[config.mk]
export PLATFORM = sky130hd
export DESIGN_NAME = systolic_feeder_4x4
export DESIGN_NICKNAME = d
export VERILOG_FILES = /design/src/rtl/sysarr_pkg.sv /design/src/rtl/skew_lane_mux.sv /design/src/rtl/systolic_feeder_4x4.sv
export SDC_FILE = /design/constraint.sdc
export NUM_CORES = 2
export LEC_CHECK = 0
export CAP_MARGIN = 30
export CORE_AREA = 2 2 599 601
export DETAILED_ROUTE_END_ITERATION = 16
export DIE_AREA = 0 0 601 603
export SYNTH_ARGS = -nofsm -noshare
export SYNTH_HDL_FRONTEND = slang
export SYNTH_SLANG_ARGS = --single-unit
[constraint.sdc]
create_clock -name clk -period 12.8 [get_ports clk]
set_input_delay 3.2 -clock clk [delete_from_list [all_inputs] [get_ports clk]]
set_output_delay 3.2 -clock clk [all_outputs]
set_load 0.01 [all_outputs]
[src/rtl/sysarr_pkg.sv]
// Shared definitions for the 4x4 systolic array feeder: array size, stream length, FSM states.
// Latency: n/a (types, constants and a slicing helper only).
// Backpressure: n/a.
package sysarr_pkg;

  localparam int N          = 4;
  localparam int STREAM_LEN = 2 * N - 1;

  typedef enum logic [2:0] {
    ST_LOAD,
    ST_CLEAR,
    ST_STREAM,
    ST_DRAIN,
    ST_HOLD
  } state_e;

  // LSB position of element idx inside a packed vector of dw-wide elements.
  // Rows, columns and the result matrix all use this packing.
  function automatic int elem_lsb(input int idx, input int dw);
    return idx * dw;
  endfunction

endpackage

[src/rtl/skew_lane_mux.sv]
// Diagonal-skew selector for one array input lane: picks vec[t - LANE] or 0 outside the window.
// Latency: combinational; the caller registers the result.
// Backpressure: none, pure function of its inputs.
// Ports: vec_i   - 4-element packed row (A lanes) or column (B lanes)
//        t_i     - STREAM cycle index the output is meant for
//        elem_o  - skewed element, 0 when t_i - LANE is outside 0..N-1
module skew_lane_mux
  import sysarr_pkg::*;
#(
  parameter int DW   = 32,
  parameter int LANE = 0
) (
  input  logic [N*DW-1:0] vec_i,
  input  logic [3:0]      t_i,
  output logic [DW-1:0]   elem_o
);

  logic [DW-1:0] el [N];
  logic [4:0]    diff;

  for (genvar g = 0; g < N; g++) begin : g_split
    assign el[g] = vec_i[elem_lsb(g, DW) +: DW];
  end

  // Unsigned subtraction: a "negative" offset wraps to a large value, so a
  // single compare against N rejects both ends of the window.
  assign diff = {1'b0, t_i} - 5'(LANE);

  always_comb begin
    elem_o = '0;
    if (diff < 5'(N)) begin
      elem_o = el[diff[1:0]];
    end
  end

endmodule

[src/rtl/systolic_feeder_4x4.sv]
// Loads A (rows) and B (columns), clears the array, streams skewed lanes, drains, captures C.
// Latency: last load beat to result_valid = 1 + STREAM_LEN + DRAIN_CYCLES cycles.
// Backpressure: load_ready low outside LOAD; result held in HOLD until result_ready.
// Ports: clk/rst (sync active-low); load_valid/load_ready/load_a_row/load_b_col load side;
//        array_rst, lane_a0..3, lane_b0..3, array_res array side;
//        result/result_valid/result_ready consumer side; busy = not in LOAD.
module systolic_feeder_4x4
  import sysarr_pkg::*;
#(
  parameter int DW           = 32,
  parameter int DRAIN_CYCLES = 4
) (
  input  logic              clk,
  input  logic              rst,
  input  logic              load_valid,
  output logic              load_ready,
  input  logic [4*DW-1:0]   load_a_row,
  input  logic [4*DW-1:0]   load_b_col,
  output logic              array_rst,
  output logic [DW-1:0]     lane_a0,
  output logic [DW-1:0]     lane_a1,
  output logic [DW-1:0]     lane_a2,
  output logic [DW-1:0]     lane_a3,
  output logic [DW-1:0]     lane_b0,
  output logic [DW-1:0]     lane_b1,
  output logic [DW-1:0]     lane_b2,
  output logic [DW-1:0]     lane_b3,
  input  logic [16*DW-1:0]  array_res,
  output logic [16*DW-1:0]  result,
  output logic              result_valid,
  input  logic              result_ready,
  output logic              busy
);

  state_e            state_q;
  logic [1:0]        beat_q;
  logic [3:0]        cnt_q;          // STREAM cycle index, then DRAIN cycle index
  logic              load_ready_q;
  logic              array_rst_q;
  logic              result_valid_q;
  logic [16*DW-1:0]  result_q;
  logic [N*DW-1:0]   a_row_q [N];
  logic [N*DW-1:0]   b_col_q [N];
  logic [DW-1:0]     lane_a_q [N];
  logic [DW-1:0]     lane_b_q [N];
  logic [DW-1:0]     mux_a [N];
  logic [DW-1:0]     mux_b [N];

  logic              load_fire;
  logic              stream_d;       // the coming cycle is a STREAM cycle
  logic [3:0]        t_d;            // STREAM index of the coming cycle

  assign load_fire = rst && load_valid && load_ready_q && (state_q == ST_LOAD);

  // Lanes are registered, so the selectors look one cycle ahead: the edge
  // leaving CLEAR must already load the t=0 values.
  always_comb begin
    stream_d = 1'b0;
    t_d      = '0;
    if (state_q == ST_CLEAR) begin
      stream_d = 1'b1;
    end else if (state_q == ST_STREAM && cnt_q != 4'(STREAM_LEN - 1)) begin
      stream_d = 1'b1;
      t_d      = cnt_q + 4'd1;
    end
  end

  // A lane r walks row r; B lane c walks column c. Same skew rule for both.
  for (genvar g = 0; g < N; g++) begin : g_lane
    skew_lane_mux #(.DW(DW), .LANE(g)) u_mux_a (
      .vec_i  (a_row_q[g]),
      .t_i    (t_d),
      .elem_o (mux_a[g])
    );
    skew_lane_mux #(.DW(DW), .LANE(g)) u_mux_b (
      .vec_i  (b_col_q[g]),
      .t_i    (t_d),
      .elem_o (mux_b[g])
    );
  end

  // Operand buffers carry no reset: they are fully rewritten before every use.
  always_ff @(posedge clk) begin
    if (load_fire) begin
      a_row_q[beat_q] <= load_a_row;
      b_col_q[beat_q] <= load_b_col;
    end
  end

  always_ff @(posedge clk) begin
    if (!rst) begin
      state_q        <= ST_LOAD;
      beat_q         <= '0;
      cnt_q          <= '0;
      load_ready_q   <= 1'b1;
      array_rst_q    <= 1'b0;
      result_valid_q <= 1'b0;
      result_q       <= '0;
      for (int i = 0; i < N; i++) begin
        lane_a_q[i] <= '0;
        lane_b_q[i] <= '0;
      end
    end else begin
      for (int i = 0; i < N; i++) begin
        lane_a_q[i] <= stream_d ? mux_a[i] : '0;
        lane_b_q[i] <= stream_d ? mux_b[i] : '0;
      end
      // Array reset is released everywhere except during the single CLEAR cycle.
      array_rst_q <= 1'b1;

      case (state_q)
        ST_LOAD: begin
          if (load_fire) begin
            beat_q <= beat_q + 2'd1;
            if (beat_q == 2'd3) begin
              state_q      <= ST_CLEAR;
              load_ready_q <= 1'b0;
              array_rst_q  <= 1'b0;
            end
          end
        end
        ST_CLEAR: begin
          state_q <= ST_STREAM;
          cnt_q   <= '0;
        end
        ST_STREAM: begin
          if (cnt_q == 4'(STREAM_LEN - 1)) begin
            state_q <= ST_DRAIN;
            cnt_q   <= '0;
          end else begin
            cnt_q <= cnt_q + 4'd1;
          end
        end
        ST_DRAIN: begin
          if (cnt_q == 4'(DRAIN_CYCLES - 1)) begin
            state_q        <= ST_HOLD;
            cnt_q          <= '0;
            result_q       <= array_res;
            result_valid_q <= 1'b1;
          end else begin
            cnt_q <= cnt_q + 4'd1;
          end
        end
        ST_HOLD: begin
          if (result_ready) begin
            state_q        <= ST_LOAD;
            result_valid_q <= 1'b0;
            load_ready_q   <= 1'b1;
          end
        end
        default: state_q <= ST_LOAD;
      endcase
    end
  end

  assign load_ready   = load_ready_q;
  assign array_rst    = array_rst_q;
  assign result       = result_q;
  assign result_valid = result_valid_q;
  assign busy         = (state_q != ST_LOAD);
  assign lane_a0      = lane_a_q[0];
  assign lane_a1      = lane_a_q[1];
  assign lane_a2      = lane_a_q[2];
  assign lane_a3      = lane_a_q[3];
  assign lane_b0      = lane_b_q[0];
  assign lane_b1      = lane_b_q[1];
  assign lane_b2      = lane_b_q[2];
  assign lane_b3      = lane_b_q[3];

endmodule

# Yosys cells after proc, flatten, opt, wreduce, memory -nomap -nowiden
# Memories as Yosys holds them, arrays and structs flattened.
# Cells that the tools add are included.
[op_classes] addsub=5 order_cmp=8 n_eq_ne=13 muxes=75 bitwise=12 reduce_logical=14
[ops] cell="32-bit two-way mux" n=40
[ops] cell="32-bit binary-select mux with 2-bit select" n=8
[ops] cell="4-bit two-way mux" n=4
[ops] cell="5-bit by 3-bit < comparator with 1-bit output (second input constant)" n=3
[ops] cell="3-bit two-way mux" n=5
[ops] cell="3-bit case mux with 5 select lines" n=1
[ops] cell="1-bit two-way mux" n=14
[ops] cell="3-bit greater-or-equal comparator (second input constant)" n=4
[ops] cell="2-bit inverter with 3-bit output" n=4
[ops] cell="4-bit case mux with 3 select lines" n=1
[ops] cell="4-bit by 2-bit subtractor with 5-bit output (second input constant)" n=2
[ops] cell="1-bit OR" n=8
[ops] cell="3-bit by 2-bit == test with 1-bit output (second input constant)" n=2
[ops] cell="2-bit != test (second input constant)" n=3
[ops] cell="3-bit nonzero test" n=2
[ops] cell="5-bit AND reduction" n=1
[ops] cell="4-bit by 1-bit subtractor with 5-bit output (second input constant)" n=1
[ops] cell="4-bit by 1-bit adder with 4-bit output (second input constant)" n=1
[ops] cell="4-bit by 2-bit == test with 1-bit output (second input constant)" n=1
[ops] cell="4-bit by 3-bit == test with 1-bit output (second input constant)" n=1
[ops] cell="1-bit logical AND" n=4
[ops] cell="4-bit by 3-bit < comparator with 1-bit output (second input constant)" n=1
[ops] cell="2-bit by 1-bit != test with 1-bit output (second input constant)" n=2
[ops] cell="4-bit by 3-bit != test with 1-bit output (second input constant)" n=1
[ops] cell="other kinds (10)" n=13
[totals] ff_bits=524 ram_bits=1280 inputBits=772 out_inout_bits=772 word_cells=138 n_memories=4
[mem_list] name="a_row_q" depth=4 width=128 rd=4 rd_ports_with_merged_regs=0 wr=1 line_no="systolic_feeder_4x4.sv:42" text="logic [N*DW-1:0] a_row_q [N];"
[mem_list] name="b_col_q" depth=4 width=128 rd=4 rd_ports_with_merged_regs=0 wr=1 line_no="systolic_feeder_4x4.sv:43" text="logic [N*DW-1:0] b_col_q [N];"
[mem_list] name="lane_a_q" depth=4 width=32 rd=4 rd_ports_with_merged_regs=0 wr=4 line_no="systolic_feeder_4x4.sv:44" text="logic [DW-1:0] lane_a_q [N];"
[mem_list] name="lane_b_q" depth=4 width=32 rd=4 rd_ports_with_merged_regs=0 wr=4 line_no="systolic_feeder_4x4.sv:45" text="logic [DW-1:0] lane_b_q [N];"

# Longest topological paths before layout
[depth] ltp_word=12 mapped_depth=17 depth_no_buf=12

# By module
# A second synthesis with hierarchy kept.
[hier_totals] hier_cells=4601 hier_area_um2=66945.5
[modules_own_cells] mod="systolic_feeder_4x4" n_inst=1 cells_each=3869 area_per_inst_um2=57890.5 seq_area_each_um2=46364.5
[modules_own_cells] mod="skew_lane_mux at g_lane[2].u_mux_a ..." n_inst=2 cells_each=85 area_per_inst_um2=1171.1 seq_area_each_um2=0.0
[modules_own_cells] mod="skew_lane_mux at g_lane[3].u_mux_a ..." n_inst=2 cells_each=83 area_per_inst_um2=1106.1 seq_area_each_um2=0.0
[modules_own_cells] mod="skew_lane_mux at g_lane[0].u_mux_a ..." n_inst=2 cells_each=113 area_per_inst_um2=959.7 seq_area_each_um2=0.0
[modules_own_cells] mod="skew_lane_mux at g_lane[1].u_mux_a" n_inst=1 cells_each=85 area_per_inst_um2=1300.0 seq_area_each_um2=0.0
[modules_own_cells] mod="skew_lane_mux at g_lane[1].u_mux_b" n_inst=1 cells_each=85 area_per_inst_um2=1281.2 seq_area_each_um2=0.0

# Worst setup path before layout
# No wires, ideal clock.
[synth_path] path_kind="input port to flip-flop" start="in rst" end="mem a_row_q[0][0] (netlist name) (enable)" setup_time_ns=0.649 t_arrival_ns=9.662 t_required_ns=12.151 path_slack_ns=2.489 stages=4 path_buffers=1 path_cell_list="clkbuf_1 nand3_1 nor2_1 and2_1"
[synth_between] elab_chain_cells=5
[synth_lines] element="from (decl)" line_no="systolic_feeder_4x4.sv:14" text="input logic rst,"
[synth_lines] element="1-bit logical AND (3 in a row)" line_no="systolic_feeder_4x4.sv:53" text="assign load_fire = rst && load_valid && load_ready_q && (state_q == ST_LOAD);"
[synth_lines] element="1-bit two-way mux" line_no="systolic_feeder_4x4.sv:84" text="if (load_fire) begin"
[synth_lines] element="1-bit two-way mux (implied by the code)" line_no="systolic_feeder_4x4.sv:85" text="a_row_q[beat_q] <= load_a_row;"
[synth_lines] element="to (decl)" line_no="systolic_feeder_4x4.sv:42"
# No other way between the ends.

# Final worst setup path
[layout_path] start="in rst" end="mem b_col_q[2][44] (netlist name) (enable)"
[layout_between] elab_chain_cells=5
[layout_lines] element="1-bit logical AND (3 in a row)" line_no="systolic_feeder_4x4.sv:53"
[layout_lines] element="1-bit two-way mux" line_no="systolic_feeder_4x4.sv:84"
[layout_lines] element="1-bit two-way mux (implied by the code)" line_no="systolic_feeder_4x4.sv:86" text="b_col_q[beat_q] <= load_b_col;"
[layout_lines] element="to (decl)" line_no="systolic_feeder_4x4.sv:43"
# No other way between the ends.

==> impl_metrics.yaml <==
clock_network:
  clock-sinks: 1804
  tritoncts: "built"
  post_cts_buffers: 0
  clockBufferDepth: 4
  cts.repair.resized: 0
  htreeDepth: 4
  cts_buffers: 209
  clk_pin_slew_ps: 60
  clkLatencyLatePin_ps: 940
  hold_buffers: 0
  cts-root-buf: "clkbuf_16"
detailed_routing:
  drtIter0Drc: 4310
  vias_per_cell: 4.255
  drtPass1Iterations: 5
  drc_errors: 0
  ant_nets: 0
  post_drt_wl_per_cell_um: 31.64
  drt-total-wl_um: 363700
  via_count: 48900
logic_synthesis:
  async_reset_ff_frac: 0
  ys_ff_latch: 1804
  syn_inst: 4981
  synth_ff_type: "edfxtp_1"
  syn_area_sq_um: 64770
  syn_area_per_cell_sq_um: 13.00
  ys_warn_count: 0
  synth_cell_types: 50
  syn-num-nets: 5763
  ys_seq_area_frac: 0.7158
  synth_edf_count: 1024
hold_path:
  hold_class: "reg -> reg"
setup_path:
  worstSetupPathType: "in -> reg"
  cp_data_arrival_time_ps: 6760
  end_kind: "flop"
  start_kind: "primary input"
  crit_required_ps: 13260
  crit_fanout: 118
placement:
  numPortBuffers: 1543
  post-dp-hpwl_um: 277700
  place_congestion: 0.9916
sta:
  min_period_ps: 6294
  finalCritPeriodShare: 0.4917
  rsz0062_at_grt: "no"
  slew_viol_final: 0
  setup_viol: 0
  final.setup.tns_ps: 0
  fmax_mhz: 158.9
  final-hold-violation-count: 0
  tightest_slew_ps: 1345
  final.setup_skew_ps: 103.0
  relSlewSlack: 0.1033
die:
  die-area_sq_um: 362400
  pin_count: 1544
  rows: 219
  die_h_um: 603
  core_area_sq_um: 355400
  initial_core_util: 0.1823
  die_w_um: 601
finish:
  final_cell_mix: "clkdlybuf4s50_1, nand2_1, edfxtp_1"
  multiInputGateArea_sq_um: 16960
  drive_above_1_share: 0.1136
  nets: 7206
  ff_latch_area_sq_um: 46370
  area_delta_synth_final_pct: 43.93
  nFillCells: 36800
  final_common_cell: "clkdlybuf4s50_1"
pwr:
  leakagePower_uw: 0.02895
  powerDensity_nw_per_um2: 140.0
  finalPower_uw: 13060
  irDropWorstVdd_uv: 111.0
global_routing:
  antenna_found_initial: 171
  grt.total_usage: 0.1924
  grt_overflow_total: 0
  grt_max_degree: 190
  first_global_vias: 48260
  grt_pass1_wl_um: 469000
run_status:
  status: "finished clean"
flow_run:
  drv_cap: 0
-- kinds of logic after synthesis --
| family | synth area share |
|---|---|
| compound gates | 0.1092 |
| xor+xnor | 0.0006762 |
| fa+ha+maj | 0.001932 |
| buf+inv | 0.02395 |
| flops | 0.7158 |
| mux | 0.05579 |
| simple gates | 0.09261 |
-- where the power goes --
part / internal (uW) / total, uW / switching (uW)
clock: 3680 / 6290 / 2610
sequential: 6240 / 6270 / 27.2
combinational: 257 / 494 / 237
-- synth_stat cells, drive strengths merged, types with 2 or more instances --
cell type  number  area (sq um)
nand2        1098          4121
edfxtp       1024         30750
dfxtp         780         15610
a21oi         518          2592
clkbuf        352          1321
a211oi        195          1764
mux2          192          2162
o21ai         134         670.6
or3           129         807.0
o22ai         128         800.8
nand2b         68         425.4
nor2b          66         412.9
mux4           64          1441
o221ai         64         560.5
o41ai          64         560.5
buf            32         200.2
nor2           12         52.55
ha             10         125.1
inv             8         30.03
and2            5         31.28
nand3           4         20.02
nor3            3         15.01
nor3b           3         22.52
xor2            3         26.28
and3            2         12.51
and3b           2         17.52
nand3b          2         15.01
o211ai          2         15.01
o31ai           2         15.01
xnor2           2         17.52
-- flip-flops by register name, indices dropped and copies added, names as in the netlist --
register	count
array_rst	1
lane_b_q	128
load_ready	1
cnt_q	4
beat_q	2
a_row_q	512
result_valid	1
state_q	3
lane_a_q	128
result	512
b_col_q	512
-- per-layer routing --
layer,up-vias,track usage,part of all wire
met5,-,0,0.0014
met4,76,0.1115,0.068
met3,592,0.05466,0.075
met2,2203,0.3607,0.53
met1,24820,0.1870,0.33
li1,21210,-,-
-- worst max-delay path: stages --
cell and delay, ps:
clkdlybuf4s50_1 840, nand3_1 150, nor2_1 400, and2_4 440, buf_4 740, buf_12 420
-- through the flow --
stage          setup WS [ps]    util  std cells  area, sq um  hold slack [ps]
3_3_place_gp            5773  0.2400      10950        85280            441.7
5_1_grt                 6496  0.2621      11460        93150            463.9
2_1_floorplan           2489       -       4981        64770            474.8
6_report                6506  0.2623      11490        93230            454.0
4_1_cts                 6655  0.2609      11350        92740            453.6
3_5_place_dp            5730  0.2408      10960        85580            445.5
-- final timing paths --
kind | cells past startpoint | end | from | slack, ps
max | 6 | b_col_q[2][44] | rst | 6510
min | 2 | result[217] | result[217] | 450
max reg2reg | 15 | lane_a_q[1][7] | cnt_q[0] | 6860
min reg2reg | 2 | result[217] | result[217] | 450
-- layout make-up --
type,count,share of cell area
inverters,8,0.0005637
well taps,4751,0.06376
multi-input cells,2785,0.1819
clock inverters,115,0.01546
diodes,140,0.003758
repair buffers,1616,0.1758
flip-flops and latches,1804,0.4974
clock buffers,275,0.06135
Power figures use the tool's default switching activity.
